## config.mk

```make
export PLATFORM = sky130hd
export DESIGN_NAME = flash_read_arbiter
export DESIGN_NICKNAME = d
export VERILOG_FILES = /design/src/rtl/flash_pkg.sv /design/src/rtl/spi_shift_engine.sv /design/src/rtl/flash_read_arbiter.sv
export SDC_FILE = /design/constraint.sdc
export NUM_CORES = 1
export LEC_CHECK = 0
export CORE_UTILIZATION = 50
export DETAILED_ROUTE_END_ITERATION = 16
export PLACE_DENSITY_LB_ADDON = 0.08
export SETUP_SLACK_MARGIN = 0.4
export SYNTH_ARGS = -nofsm -noshare
export SYNTH_HDL_FRONTEND = slang
export SYNTH_SLANG_ARGS = --single-unit
```

## constraint.sdc

```tcl
create_clock -name sys_clk -period 2.9 [get_ports sys_clk]
set_clock_uncertainty 0.1 [all_clocks]
set_input_delay 0.435 -clock sys_clk [delete_from_list [all_inputs] [get_ports sys_clk]]
set_output_delay 0.435 -clock sys_clk [all_outputs]
set_load 0.005 [all_outputs]
```

## src/rtl/flash_pkg.sv

```systemverilog
// Shared definitions for the SPI flash read arbiter.
// Holds the READ opcode, the transaction field widths, the arbiter state type
// and the byte-order helper used when a received word is handed back.
package flash_pkg;

   localparam logic [7:0]  FLASH_CMD_READ = 8'h03;

   localparam int unsigned CMD_BITS  = 8;
   localparam int unsigned ADDR_BITS = 24;
   localparam int unsigned DATA_BITS = 32;
   localparam int unsigned HDR_BITS  = CMD_BITS + ADDR_BITS;
   localparam int unsigned XFER_BITS = HDR_BITS + DATA_BITS;

   typedef enum logic [1:0] {
      StIdle,
      StShift,
      StGap
   } state_e;

   // The flash streams bytes in ascending address order; the first byte on the
   // wire lands in the shift register's top byte, but belongs in data[7:0].
   function automatic logic [DATA_BITS-1:0] le_bytes(input logic [DATA_BITS-1:0] w);
      return {w[7:0], w[15:8], w[23:16], w[31:24]};
   endfunction

endpackage

```

## src/rtl/spi_shift_engine.sv

```systemverilog
// SPI mode-0 shift engine for one fixed-length flash READ transaction.
//
// Ports:
//   sys_clk, sys_reset - system clock, synchronous active-high reset
//   start              - one-cycle strobe; latches hdr and opens a transaction
//   hdr                - {opcode, address} shifted out MSB first
//   miso               - serial data from the flash
//   done               - high in the cycle whose edge ends the last SCK period
//   data               - received data word, first byte in data[7:0]
//   cs_n, sck, mosi    - registered flash pins
//
// Every SCK half-period lasts CLK_DIV cycles. mosi only moves on falling SCK
// edges (or at start, while SCK is still low), and miso is sampled on the edge
// that raises SCK. The data phase shifts out zeros.
module spi_shift_engine
   import flash_pkg::*;
#(
   parameter int unsigned CLK_DIV = 2
) (
   input  logic                 sys_clk,
   input  logic                 sys_reset,
   input  logic                 start,
   input  logic [HDR_BITS-1:0]  hdr,
   input  logic                 miso,
   output logic                 done,
   output logic [DATA_BITS-1:0] data,
   output logic                 cs_n,
   output logic                 sck,
   output logic                 mosi
);

   localparam logic [7:0] DIV_LAST = 8'(CLK_DIV - 1);
   localparam logic [6:0] BIT_LAST = 7'(XFER_BITS - 1);

   logic                 active_q, active_d;
   logic                 cs_n_q, cs_n_d;
   logic                 sck_q, sck_d;
   logic                 mosi_q, mosi_d;
   logic [7:0]           div_q, div_d;
   logic [6:0]           bit_q, bit_d;
   logic [XFER_BITS-2:0] out_q, out_d;
   logic [DATA_BITS-1:0] in_q, in_d;
   logic                 half_end;

   assign half_end = (div_q == DIV_LAST);
   assign done     = active_q && sck_q && half_end && (bit_q == BIT_LAST);
   assign data     = le_bytes(in_q);
   assign cs_n     = cs_n_q;
   assign sck      = sck_q;
   assign mosi     = mosi_q;

   always_comb begin
      active_d = active_q;
      cs_n_d   = cs_n_q;
      sck_d    = sck_q;
      mosi_d   = mosi_q;
      div_d    = div_q;
      bit_d    = bit_q;
      out_d    = out_q;
      in_d     = in_q;

      if (start) begin
         active_d = 1'b1;
         cs_n_d   = 1'b0;
         sck_d    = 1'b0;
         div_d    = '0;
         bit_d    = '0;
         in_d     = '0;
         // First bit goes out now so it is settled before the first rising edge.
         mosi_d   = hdr[HDR_BITS-1];
         out_d    = {hdr[HDR_BITS-2:0], {DATA_BITS{1'b0}}};
      end else if (active_q) begin
         if (half_end) begin
            div_d = '0;
            if (!sck_q) begin
               sck_d = 1'b1;
               in_d  = {in_q[DATA_BITS-2:0], miso};
            end else begin
               sck_d = 1'b0;
               bit_d = bit_q + 7'd1;
               if (bit_q == BIT_LAST) begin
                  active_d = 1'b0;
                  cs_n_d   = 1'b1;
                  mosi_d   = 1'b0;
               end else begin
                  mosi_d = out_q[XFER_BITS-2];
                  out_d  = {out_q[XFER_BITS-3:0], 1'b0};
               end
            end
         end else begin
            div_d = div_q + 8'd1;
         end
      end
   end

   always_ff @(posedge sys_clk) begin
      if (sys_reset) begin
         active_q <= 1'b0;
         cs_n_q   <= 1'b1;
         sck_q    <= 1'b0;
         mosi_q   <= 1'b0;
         div_q    <= '0;
         bit_q    <= '0;
         out_q    <= '0;
         in_q     <= '0;
      end else begin
         active_q <= active_d;
         cs_n_q   <= cs_n_d;
         sck_q    <= sck_d;
         mosi_q   <= mosi_d;
         div_q    <= div_d;
         bit_q    <= bit_d;
         out_q    <= out_d;
         in_q     <= in_d;
      end
   end

endmodule

```

## src/rtl/flash_read_arbiter.sv

```systemverilog
// Two-port arbiter sharing one SPI flash for 32-bit READ (0x03) transactions.
//
// Ports:
//   sys_clk, sys_reset          - system clock, synchronous active-high reset
//   req0_valid/req0_addr        - CPU fetch request, held until rsp0_valid
//   rsp0_valid/rsp0_data        - one-cycle response pulse and word for port 0
//   req1_valid/req1_addr        - UART loader/debug request
//   rsp1_valid/rsp1_data        - response for port 1
//   busy                        - high from grant until the cs_n idle gap ends
//   flash_spi_*                 - flash pins; wp_n and hold_n tied inactive
//
// A grant in IDLE starts the shift engine; its done strobe returns the word to
// the granted port, after which cs_n is held high for CS_IDLE cycles before the
// next arbitration. Ties alternate, starting with port 0 after reset.
module flash_read_arbiter
   import flash_pkg::*;
#(
   parameter int unsigned CLK_DIV = 2,
   parameter int unsigned CS_IDLE = 4
) (
   input  logic                 sys_clk,
   input  logic                 sys_reset,
   input  logic                 req0_valid,
   input  logic [ADDR_BITS-1:0] req0_addr,
   output logic                 rsp0_valid,
   output logic [DATA_BITS-1:0] rsp0_data,
   input  logic                 req1_valid,
   input  logic [ADDR_BITS-1:0] req1_addr,
   output logic                 rsp1_valid,
   output logic [DATA_BITS-1:0] rsp1_data,
   output logic                 busy,
   output logic                 flash_spi_cs_n,
   output logic                 flash_spi_clk,
   output logic                 flash_spi_mosi,
   input  logic                 flash_spi_miso,
   output logic                 flash_spi_wp_n,
   output logic                 flash_spi_hold_n
);

   localparam logic [7:0] GAP_LAST = 8'(CS_IDLE - 1);

   state_e               state_q, state_d;
   logic [7:0]           gap_q, gap_d;
   logic                 rr_last_q, rr_last_d;
   logic                 owner_q, owner_d;
   logic                 rsp0_valid_q, rsp0_valid_d;
   logic                 rsp1_valid_q, rsp1_valid_d;
   logic [DATA_BITS-1:0] rsp0_data_q, rsp0_data_d;
   logic [DATA_BITS-1:0] rsp1_data_q, rsp1_data_d;

   logic                 any_req;
   logic                 gnt_port;
   logic                 start;
   logic [HDR_BITS-1:0]  hdr;
   logic                 eng_done;
   logic [DATA_BITS-1:0] eng_data;

   // ---------------------------------------------------------------- state
   always_ff @(posedge sys_clk) begin
      if (sys_reset) begin
         state_q <= StIdle;
         gap_q   <= '0;
      end else begin
         state_q <= state_d;
         gap_q   <= gap_d;
      end
   end

   // ----------------------------------------------------------- next state
   always_comb begin
      state_d = state_q;
      gap_d   = gap_q;
      unique case (state_q)
         StIdle: begin
            if (req0_valid || req1_valid) begin
               state_d = StShift;
            end
         end
         StShift: begin
            if (eng_done) begin
               state_d = StGap;
               gap_d   = '0;
            end
         end
         StGap: begin
            if (gap_q == GAP_LAST) begin
               state_d = StIdle;
            end else begin
               gap_d = gap_q + 8'd1;
            end
         end
         default: begin
            state_d = StIdle;
         end
      endcase
   end

   // -------------------------------------------------------------- outputs
   always_comb begin
      any_req  = req0_valid || req1_valid;
      // On a tie take the port that was not served last; otherwise the lone requester.
      gnt_port = (req0_valid && req1_valid) ? ~rr_last_q : req1_valid;
      start    = (state_q == StIdle) && any_req;
      hdr      = {FLASH_CMD_READ, (gnt_port ? req1_addr : req0_addr)};
      busy     = (state_q != StIdle);

      rr_last_d = start ? gnt_port : rr_last_q;
      owner_d   = start ? gnt_port : owner_q;

      rsp0_valid_d = eng_done && !owner_q;
      rsp1_valid_d = eng_done && owner_q;
      rsp0_data_d  = rsp0_valid_d ? eng_data : rsp0_data_q;
      rsp1_data_d  = rsp1_valid_d ? eng_data : rsp1_data_q;
   end

   always_ff @(posedge sys_clk) begin
      if (sys_reset) begin
         rr_last_q    <= 1'b1;
         owner_q      <= 1'b0;
         rsp0_valid_q <= 1'b0;
         rsp1_valid_q <= 1'b0;
         rsp0_data_q  <= '0;
         rsp1_data_q  <= '0;
      end else begin
         rr_last_q    <= rr_last_d;
         owner_q      <= owner_d;
         rsp0_valid_q <= rsp0_valid_d;
         rsp1_valid_q <= rsp1_valid_d;
         rsp0_data_q  <= rsp0_data_d;
         rsp1_data_q  <= rsp1_data_d;
      end
   end

   assign rsp0_valid       = rsp0_valid_q;
   assign rsp1_valid       = rsp1_valid_q;
   assign rsp0_data        = rsp0_data_q;
   assign rsp1_data        = rsp1_data_q;
   assign flash_spi_wp_n   = 1'b1;
   assign flash_spi_hold_n = 1'b1;

   spi_shift_engine #(
      .CLK_DIV (CLK_DIV)
   ) u_engine (
      .sys_clk   (sys_clk),
      .sys_reset (sys_reset),
      .start     (start),
      .hdr       (hdr),
      .miso      (flash_spi_miso),
      .done      (eng_done),
      .data      (eng_data),
      .cs_n      (flash_spi_cs_n),
      .sck       (flash_spi_clk),
      .mosi      (flash_spi_mosi)
   );

endmodule
```

==> results.yml <==
outcome:
  outcome: "finished clean"
placed_design:
  placed_cell_area_um2: 8160
  detailedPlacementHpwl_um: 10300
  port_buffers: 122
  dp_worst_setup_slack_ns: 0.437
  gp_routability_congestion: 0.796
cells_and_area:
  layout.cells.most_common: "nand2_1"
  area.growth.synth_to_final_pct: 29.1
  ff_latch_area_um2: 3200
  multi_input_comb_area_um2: 3350
  layout.cell_area.non_filler_um2: 8760
  post-route-util_pct: 66.2
  most-common-layout-cells: "nand2_1, dfxtp_1, clkdlybuf4s50_1, mux2i_1, a21oi_1"
  design.final.nets: 922
  drive_gt1_share_pct: 6.39
  fillCellCount: 1089
  diodes: 0
synthesis:
  synth-edff-count: 0
  netlist.top_cell.by_area: "dfxtp_1"
  synth-seq-area-share_pct: 47.2
  synth-async-reset-ratio_pct: 0
  yosysUniqueCellTypes: 49
  postSynthRegisterBits: 160
  netlist_instances: 761
  synthFlopType: "dfxtp_1"
  synth_warnings: 0
  most_area_consuming_cells_after_synthesis: "dfxtp_1, mux2i_1, nand2_1, a21oi_1, a211o_1"
  area_share_of_the_largest_cell_type_after_synthesis_pct: 47.2
  syn_area_per_cell_um2: 8.92
  netlist_area_um2: 6790
timing:
  final.setup.worst_slack_ns: 0.553
  finalCritPeriodShare_pct: 80.9
  maxSlewViolCount: 0
  setup_tns_ns: 0
  final_setup_violations: 0
  hold_viol: 0
  fmax_ghz: 0.426
  slew-limit-headroom_pct: 58.0
  tightest_slew_ns: 0.629
  setup_repair_after_global_routing_missed_its_margin: "true"
  fin_crit_ns: 2.35
setup_path:
  timing.critical_path.slowest_stage_cell: "dfxtp_1"
  critPathMaxFanout: 32
  critPathCaptureType: "flop"
  critical-path-max-stage-delay_ns: 0.43
  path_cells: "ha_1 > nor4b_2 > nand3_1 > nor3_4 > buf_12 > mux2i_1"
  r2r_setup_slack_ns: 0.55
  worstReg2RegEnd: "rsp0_data[16]"
  setup.worst_path.class: "flop to flop"
  startpoint_type: "flop"
  crit_arrival_ns: 2.60
  reg2reg_depth: 6
  rr_startpoint: "u_engine.div_q[0]"
  required_ns: 3.15
drt:
  drt_pre_antenna_iters: 6
  num_vias: 5694
  routedWlPerCell_um: 14.6
  drt.antenna.violating_nets: 0
  detail_route.vias_per_cell: 5.41
  drc: 0
  dr.first_iter.drc_count: 281
  routed_wl_um: 15400
floorplanning:
  design.die.area_um2: 14000
  initial_utilization_pct: 51.2
  fp-row-count: 42
  overall_die_width_um: 119
  die_h_um: 119
  pin_count: 125
  core_um2: 13200
clock_network:
  clkSlewWorstSetupHoldPaths_ns: 0.06
  tritoncts_num_sinks: 160
  post_cts_hold_buffer_count: 0
  clkLatencyLatePin_ns: 0.43
  htreeDepth: 4
  cts_setup_buffers: 0
  cts_repair_resized_insts: 0
  cts-buffers-inserted: 17
  cts_tree: "yes"
  cts_max_path_buffers: 2
  clock_tree.root_cell: "clkbuf_16"
min_path:
  timing.hold.worst_endpoint: "u_engine.mosi"
  holdCritStartpoint: "u_engine.mosi"
  hold_depth: 2
  worstHoldPathType: "flop to flop"
power_and_ir_drop:
  peakVddDrop_mv: 0.396
  totalPowerFinal_mw: 4.92
  pwr_density_cell_nw_per_um2: 562
  p_leak_nw: 3.22
flow_run:
  drv.max_cap_violation_count: 0
global_routing:
  global_route.usage.total_pct: 22.7
  globalRoute.totalOverflow: 0
  antenna_found_initial: 0
  first_pass_grt_wire_length_um: 25800
  first_global_vias: 5377
  grt_start_max_net_pins: 61
==> power by group <==
group	leakage [nW]	total [mW]	internal, mW	switching [mW]
registers	1.29	2.28	2.25	0.0346
logic	1.65	0.384	0.184	0.200
clock network	0.284	2.26	1.40	0.858
==> worst max-delay path: cells and delay by family, from the launching register on <==
family / cells / cell delay (ns)
DFF: 1 / 0.43
buffers and inverters: 1 / 0.28
and+or+nand+nor: 3 / 1.03
adders and majority gates: 1 / 0.19
muxes: 1 / 0.23
==> metal layers <==
layer	wire length, um	vias to the layer above	track usage [%]
met2	7520	145	37.5
met5	0	-	0
li1	-	2826	-
met3	680	24	5.21
met4	230	0	8.86
met1	6930	2699	28.6
==> metrics by stage <==
stage	cells	hold slack, ns
after floorplan	762	0.335
after global placement	1022	0.343
after detailed placement	1022	0.350
after CTS	1053	0.360
after global routing	1053	0.372
final	1053	0.355
==> cell type report <==
class                      instances  share of cell area (%)
inverter                           5                   0.228
timing repair buffer             137                    15.6
multi-input combinational        544                    38.2
tap                              176                    2.51
clock inverter                     8                    1.50
sequential                       160                    36.6
clock buffer                      23                    5.34
==> Yosys cell counts (2+ instances only) <==
cell and instances:
a21oi_1 71, a211oi_1 2, or4_1 2, or3_1 3, a211o_1 23, mux2i_1 112, inv_1 5, nor2b_1 3
nand2_1 204, a31oi_1 4, o21ai_0 15, clkbuf_1 31, xnor2_1 4, buf_2 14, nand3_1 21, nor4_1 2
dfxtp_1 160, buf_6 3, ha_1 4, nor3_1 5, buf_4 5, nor3_2 2, nand4_1 5, and4_1 3
a311oi_1 4, and3_1 3, xor2_1 7, a21oi_2 2, nor2_1 22
==> how the worst max path moves through the flow <==
stage | startpoint | endpoint | slack (ns) | cells past startpoint
5_1_grt | u_engine.div_q[0] | rsp0_data[16] | 0.40 | 6
2_1_floorplan | u_engine.div_q[0] | u_engine.in_q[22] | 0.74 | 7
3_5_place_dp | req0_valid | u_engine.bit_q[0] | 0.44 | 6
4_1_cts | u_engine.div_q[0] | rsp0_data[16] | 0.56 | 6
3_3_place_gp | req0_valid | u_engine.bit_q[0] | 0.53 | 6
6_report | u_engine.div_q[0] | rsp0_data[16] | 0.55 | 6
==> sequential cells by signal (all words and copies together), names as in the netlist, 2 cells and up <==
| register | flops |
|---|---|
| gap_q | 8 |
| rsp0_data | 32 |
| u_engine.in_q | 32 |
| u_engine.out_q | 31 |
| rsp1_data | 32 |
| u_engine.div_q | 8 |
| state_q | 2 |
| u_engine.bit_q | 7 |
==> logic make-up (layout without fill, tap and decap cells) <==
kind of cell | after synthesis | after routing | share of synthesized area [%]
muxes | 112 | 112 | 16.5
buffers and inverters | 58 | 173 | 4.07
DFF | 160 | 160 | 47.2
AOI/OAI and AO/OA | 129 | 129 | 11.6
xor gates and xnor gates | 11 | 11 | 1.42
other | 1 | 2 | 0.0553
adders and majority gates | 4 | 4 | 0.737
and+or+nand+nor | 286 | 286 | 18.4
No activity file was read; power rests on OpenSTA's default activity.
==> variant 1: new RTL, config.mk and constraints unchanged <==
Make the reset (`sys_reset`) asynchronous in 3 clocked blocks. Comments in the files are not updated.
--- a/src/rtl/spi_shift_engine.sv
+++ b/src/rtl/spi_shift_engine.sv
@@ -95,3 +95,3 @@
 
-   always_ff @(posedge sys_clk) begin
+   always_ff @(posedge sys_clk or posedge sys_reset) begin
       if (sys_reset) begin
--- a/src/rtl/flash_read_arbiter.sv
+++ b/src/rtl/flash_read_arbiter.sv
@@ -58,3 +58,3 @@
    // ---------------------------------------------------------------- state
-   always_ff @(posedge sys_clk) begin
+   always_ff @(posedge sys_clk or posedge sys_reset) begin
       if (sys_reset) begin
@@ -115,3 +115,3 @@
 
-   always_ff @(posedge sys_clk) begin
+   always_ff @(posedge sys_clk or posedge sys_reset) begin
       if (sys_reset) begin
Behaviour: differs if sys_reset is asserted again (counterexample within 4 cycles, from zero or initial values and one cycle with sys_reset high); with sys_reset held inactive, the same outputs for 10 cycles.
==> variant 1 against the original RTL <==
Final area increased by 7.5%. Routed wire length increased by 5.9%. Largest cell class is now registers. Setup slack got worse by 0.14 ns. Sequential cell count unchanged. Global-route usage increased by 0.54 points. Synthesized area increased by 4.1%. Highest routed layer unchanged. Worst hold slack improved by 0.032 ns.
Power is not compared: it rests on default switching activity, and its combinational part moved more than twofold at a synthesized area within 25%.
==> variant 1: results (changes against the original RTL) <==
stage	metric	value	unit	change
cells_and_area	fill_cells	1015		was 1089
status	status	completed		unchanged
global_routing	grt_usage	0.232		was 0.227
cts	htree_levels	4		unchanged
detailed_routing	wl_met2	7.92	mm	was 7.52 mm
global_routing	grt_use_met3	0.0451		was 0.0521
detailed_routing	wl_per_cell	16.8	µm	was 14.6 µm
cells_and_area	multi_input_area	2950	µm²	was 3350 µm²
global_routing	use_met1	0.316		was 0.286
critical_path	cp_max_fo	8		was 32
place	placed_area	8530	µm²	was 8160 µm²
timing	min_period_over_period	0.857		was 0.809
critical_path	reg2reg_depth	8		was 6
cells_and_area	layout.cells.non_filler	970		was 1053
detailed_routing	via_per_inst	5.71		was 5.41
cells_and_area	layout.nets	834		was 922
cells_and_area	comb.multi_input.count	439		was 544
detailed_routing	first_pass_iters	5		was 6
cells_and_area	buffers	152		was 137
synth	yosysWarnings	0		unchanged
synth	synth_area_leaders	dfrtp_1 (56%), mux2_2 (10%), o21ai_0 (4.8%)		was dfxtp_1 (47%), mux2i_1 (17%), nand2_1 (11%)
critical_path	path_delay_family	simple AND/OR/NAND/NOR gates		unchanged
place	pre_cts_slack	0.218	ns	was 0.437 ns
detailed_routing	drt-initial-drc-count	399		was 281
synth	seq_area_frac_synth	0.567		was 0.472
cts	clk_latency	0.42	ns	
cells_and_area	nonClockInverterCount	7		was 5
place	dp_cells	927		was 1022
timing	worst_slew_pin_slew	0.621	ns	was 0.629 ns
critical_path	cpPeakStageDelay	0.47	ns	was 0.43 ns
global_routing	grt_pass1_vias	5321		was 5377
cells_and_area	diodes	0		unchanged
synth	syn_area_per_cell	10.8	µm²	was 8.92 µm²
critical_path	cpMaxStageDelayCell	or4b_4		was dfxtp_1
synth	synthesis.instances	654		was 761
timing	timing.hold.ws	0.387	ns	was 0.355 ns
global_routing	grt_pass1_wl	26.4	mm	was 25.8 mm
detailed_routing	wl_met3	789	µm	was 680 µm
global_routing	grt_use_met2	0.374		was 0.375
place	gp_congestion	0.836		was 0.796
cells_and_area	layout.clock.cell_area_share	0.0633		was 0.0684
cells_and_area	seq_area	4010	µm²	was 3200 µm²
synth	synthTopCellsByCount	dfrtp_1 (158), o21ai_0 (68), nand2_1 (67)		was nand2_1 (204), dfxtp_1 (160), mux2i_1 (112)
detailed_routing	wl_met1	7.35	mm	was 6.93 mm
global_routing	grt_max_degree	86		was 61
critical_path	r2r_end	rsp0_data[17]		was rsp0_data[16]
worst_hold_path	whs_endpoint	rr_last_q		was u_engine.mosi
cts	cts_buffers	17		unchanged
synth	synthArstFlopShare	1.00		was 0
cells_and_area	nFlopsAndLatches	160		unchanged
critical_path	cp-startpoint	u_engine.div_q[1]		was u_engine.div_q[0]
cts	post_cts_resized	18		was 0
worst_hold_path	hp-start	rr_last_q		was u_engine.mosi
critical_path	arrival	2.70	ns	was 2.60 ns
cells_and_area	layout-drive-gt1-share	0.181		was 0.0639
==> variant 1: cell types whose count changed after synthesis, moves of 11 or more <==
cell      delta
dfxtp_1    -160
dfrtp_1    +158
nand2_1    -137
mux2i_1    -104
mux2_2      +63
a21oi_1     -59
o21ai_0     +53
nand3_1     +44
a211o_1     -23
a211oi_1    +21
nor2b_1     +21
a31oi_1     +20
buf_2       -11
==> variant 1: cells by family (layout without fill, tap and decap cells) <==
logic type / after synthesis / after routing / synth area share
multiplexers: 72 / 72 / 0.113
AND/OR/NAND/NOR: 212 / 212 / 0.151
XOR/XNOR: 5 / 5 / 0.00620
other: 1 / 2 / 0.000531
flip-flops: 160 / 160 / 0.567
adder cells (fa/ha/maj): 4 / 4 / 0.00708
AO/OA/AOI/OAI: 144 / 144 / 0.121
buffers and inverters: 56 / 191 / 0.0345
==> variant 1: power breakdown <==
part           switching (mW)  internal, mW
combinational          0.0683        0.0793
sequential           0.000681          2.23
clock                   0.966          1.30
==> variant 2: new RTL, config.mk and constraints unchanged <==
Without the edit above. Change the package constant `ADDR_BITS` from 24 to 48.
--- a/src/rtl/flash_pkg.sv
+++ b/src/rtl/flash_pkg.sv
@@ -8,3 +8,3 @@
    localparam int unsigned CMD_BITS  = 8;
-   localparam int unsigned ADDR_BITS = 24;
+   localparam int unsigned ADDR_BITS = 48;
    localparam int unsigned DATA_BITS = 32;
Ports: changed (resized req0_addr and req1_addr); port bits go from 125 to 173. No check against the original RTL was run, so the function may have changed too.
==> variant 2 against the original RTL <==
Combinational power up 77%. Largest power group unchanged. Largest cell class unchanged. Total power is 14% higher. Setup slack lost 0.041 ns. Final area is 22% higher. Non-clock buffer count is 52 higher. Routed wire length up 25%. Die area grew 21%. Via count up 20%. Critical endpoint is now rsp1_data[28]. Sequential cell count is 24 higher. Synthesized area is 22% higher.
==> variant 2: results (changes against the original RTL) <==
stage	metric	value	unit	change
timing	setup_tns	0	ns	unchanged
synth	ys_types	56		was 49
cts	htree_levels	4		unchanged
timing	hold_viol	0		unchanged
detailed_routing	drt-initial-drc-count	437		was 281
detailed_routing	first_pass_iters	4		was 6
global_routing	grt_usage	0.224		was 0.227
detailed_routing	via_per_inst	5.35		was 5.41
cells_and_area	layout.nets	1158		was 922
place	gp_congestion	0.720		was 0.796
cts	clk_latency	0.43	ns	about the same
worst_hold_path	min_path_type	in -> reg		was reg -> reg
cts	root_buffer	clkbuf_16		unchanged
pwr	p_leak	4.03	nW	was 3.22 nW
synth	ys.flop_type	dfxtp_1		unchanged
place	pre_cts_slack	0.445	ns	was 0.437 ns
global_routing	grt_max_degree	50		was 61
cells_and_area	regMostFlops	u_engine.out_q		
place	placed_area	10100	µm²	was 8160 µm²
detailed_routing	wl_per_cell	15.0	µm	was 14.6 µm
global_routing	grt_pass1_wl	30.3	mm	was 25.8 mm
critical_path	cp_max_fo	33		was 32
global_routing	grt_pass1_vias	6292		was 5377
cells_and_area	largest_register_ffs	55		
cts	post_cts_resized	0		unchanged
cells_and_area	diodes	0		unchanged
status	status	completed		unchanged
global_routing	antenna_found_initial	0		unchanged
cts	clkTransAtPathRegs	0.07	ns	
synth	seq_area_frac_synth	0.446		was 0.472
cts	post_cts_buffers	0		unchanged
pwr	switching_share	0.256		was 0.222
synth	yosysWarnings	0		unchanged
synth	syn_area_per_cell	8.98	µm²	was 8.92 µm²
pwr	peakVddDrop	0.426	mV	was 0.396 mV
detailed_routing	num_vias	6853		was 5694
synth	synthTopCellsByCount	nand2_1 (219), dfxtp_1 (184), mux2i_1 (159)		was nand2_1 (204), dfxtp_1 (160), mux2i_1 (112)
place	dp_cells	1250		was 1022
cts	cts_buffers	17		unchanged
cts	cts.path.max_buffers	2		unchanged
place	port_buffers	170		was 122
synth	synth_area_leaders	dfxtp_1 (45%), mux2i_1 (19%), nand2_1 (10%)		was dfxtp_1 (47%), mux2i_1 (17%), nand2_1 (11%)
place	dpl.hpwl	12.5	mm	was 10.3 mm
cells_and_area	layout-drive-gt1-share	0.0610		was 0.0639
synth	synthArstFlopShare	0		unchanged
critical_path	arrival	2.58	ns	was 2.60 ns
timing	max_slew_margin	0.516		was 0.580
-- variant 2: cell families after synthesis --
logic type,after synthesis,synth area share
mux,159,0.193
buf+inv,84,0.0464
flops,184,0.446
fa+ha+maj,4,0.00607
xor+xnor,10,0.0106
other cells,1,0.000455
compound gates,178,0.137
simple gates,299,0.160
-- variant 2: final cells by class --
type | count | area (µm²)
clock buffer | 17 | 425
clock inverter | 15 | 154
fill | 1397 | 5280
inverter | 9 | 36.3
multi-input combinational | 652 | 4230
sequential | 184 | 3680
tap | 216 | 270
timing repair buffer | 189 | 1930
-- variant 2: layer usage --
metal / GRT usage / vias to the layer above / wire (µm)
met3: 0.0546 / 11 / 1320
li1: - / 3462 / -
met5: 0 / - / 0
met1: 0.293 / 3213 / 8850
met2: 0.368 / 167 / 8920
met4: 0.0642 / 0 / 148
-- variant 2: worst max-delay path: stages (launching register included) --
cell     delay [ns]
dfxtp_1        0.44
ha_1           0.19
nor4b_4        0.44
and3_1         0.45
nand3_4        0.09
buf_4          0.31
mux2i_1        0.19
-- variant 2: final timing paths --
| check | start | endpoint | slack, ns | cells after the start |
|---|---|---|---|---|
| max reg2reg | u_engine.div_q[0] | rsp1_data[28] | 0.51 | 6 |
| min reg2reg | rsp0_data[4] | rsp0_data[4] | 0.36 | 2 |
| min | sys_reset | owner_q | 0.27 | 2 |
| max | u_engine.div_q[0] | rsp1_data[28] | 0.51 | 6 |
-- variant 2: power by group through the flow --
stage | combinational [mW] | clock, mW | sequential (mW)
global placement | 0.675 | 0 | 2.72
floorplan | 0.437 | 0 | 2.71
finish | 0.680 | 2.27 | 2.67
detailed placement | 0.681 | 0 | 2.72
CTS | 0.684 | 2.31 | 2.67
global route | 0.743 | 2.43 | 2.68
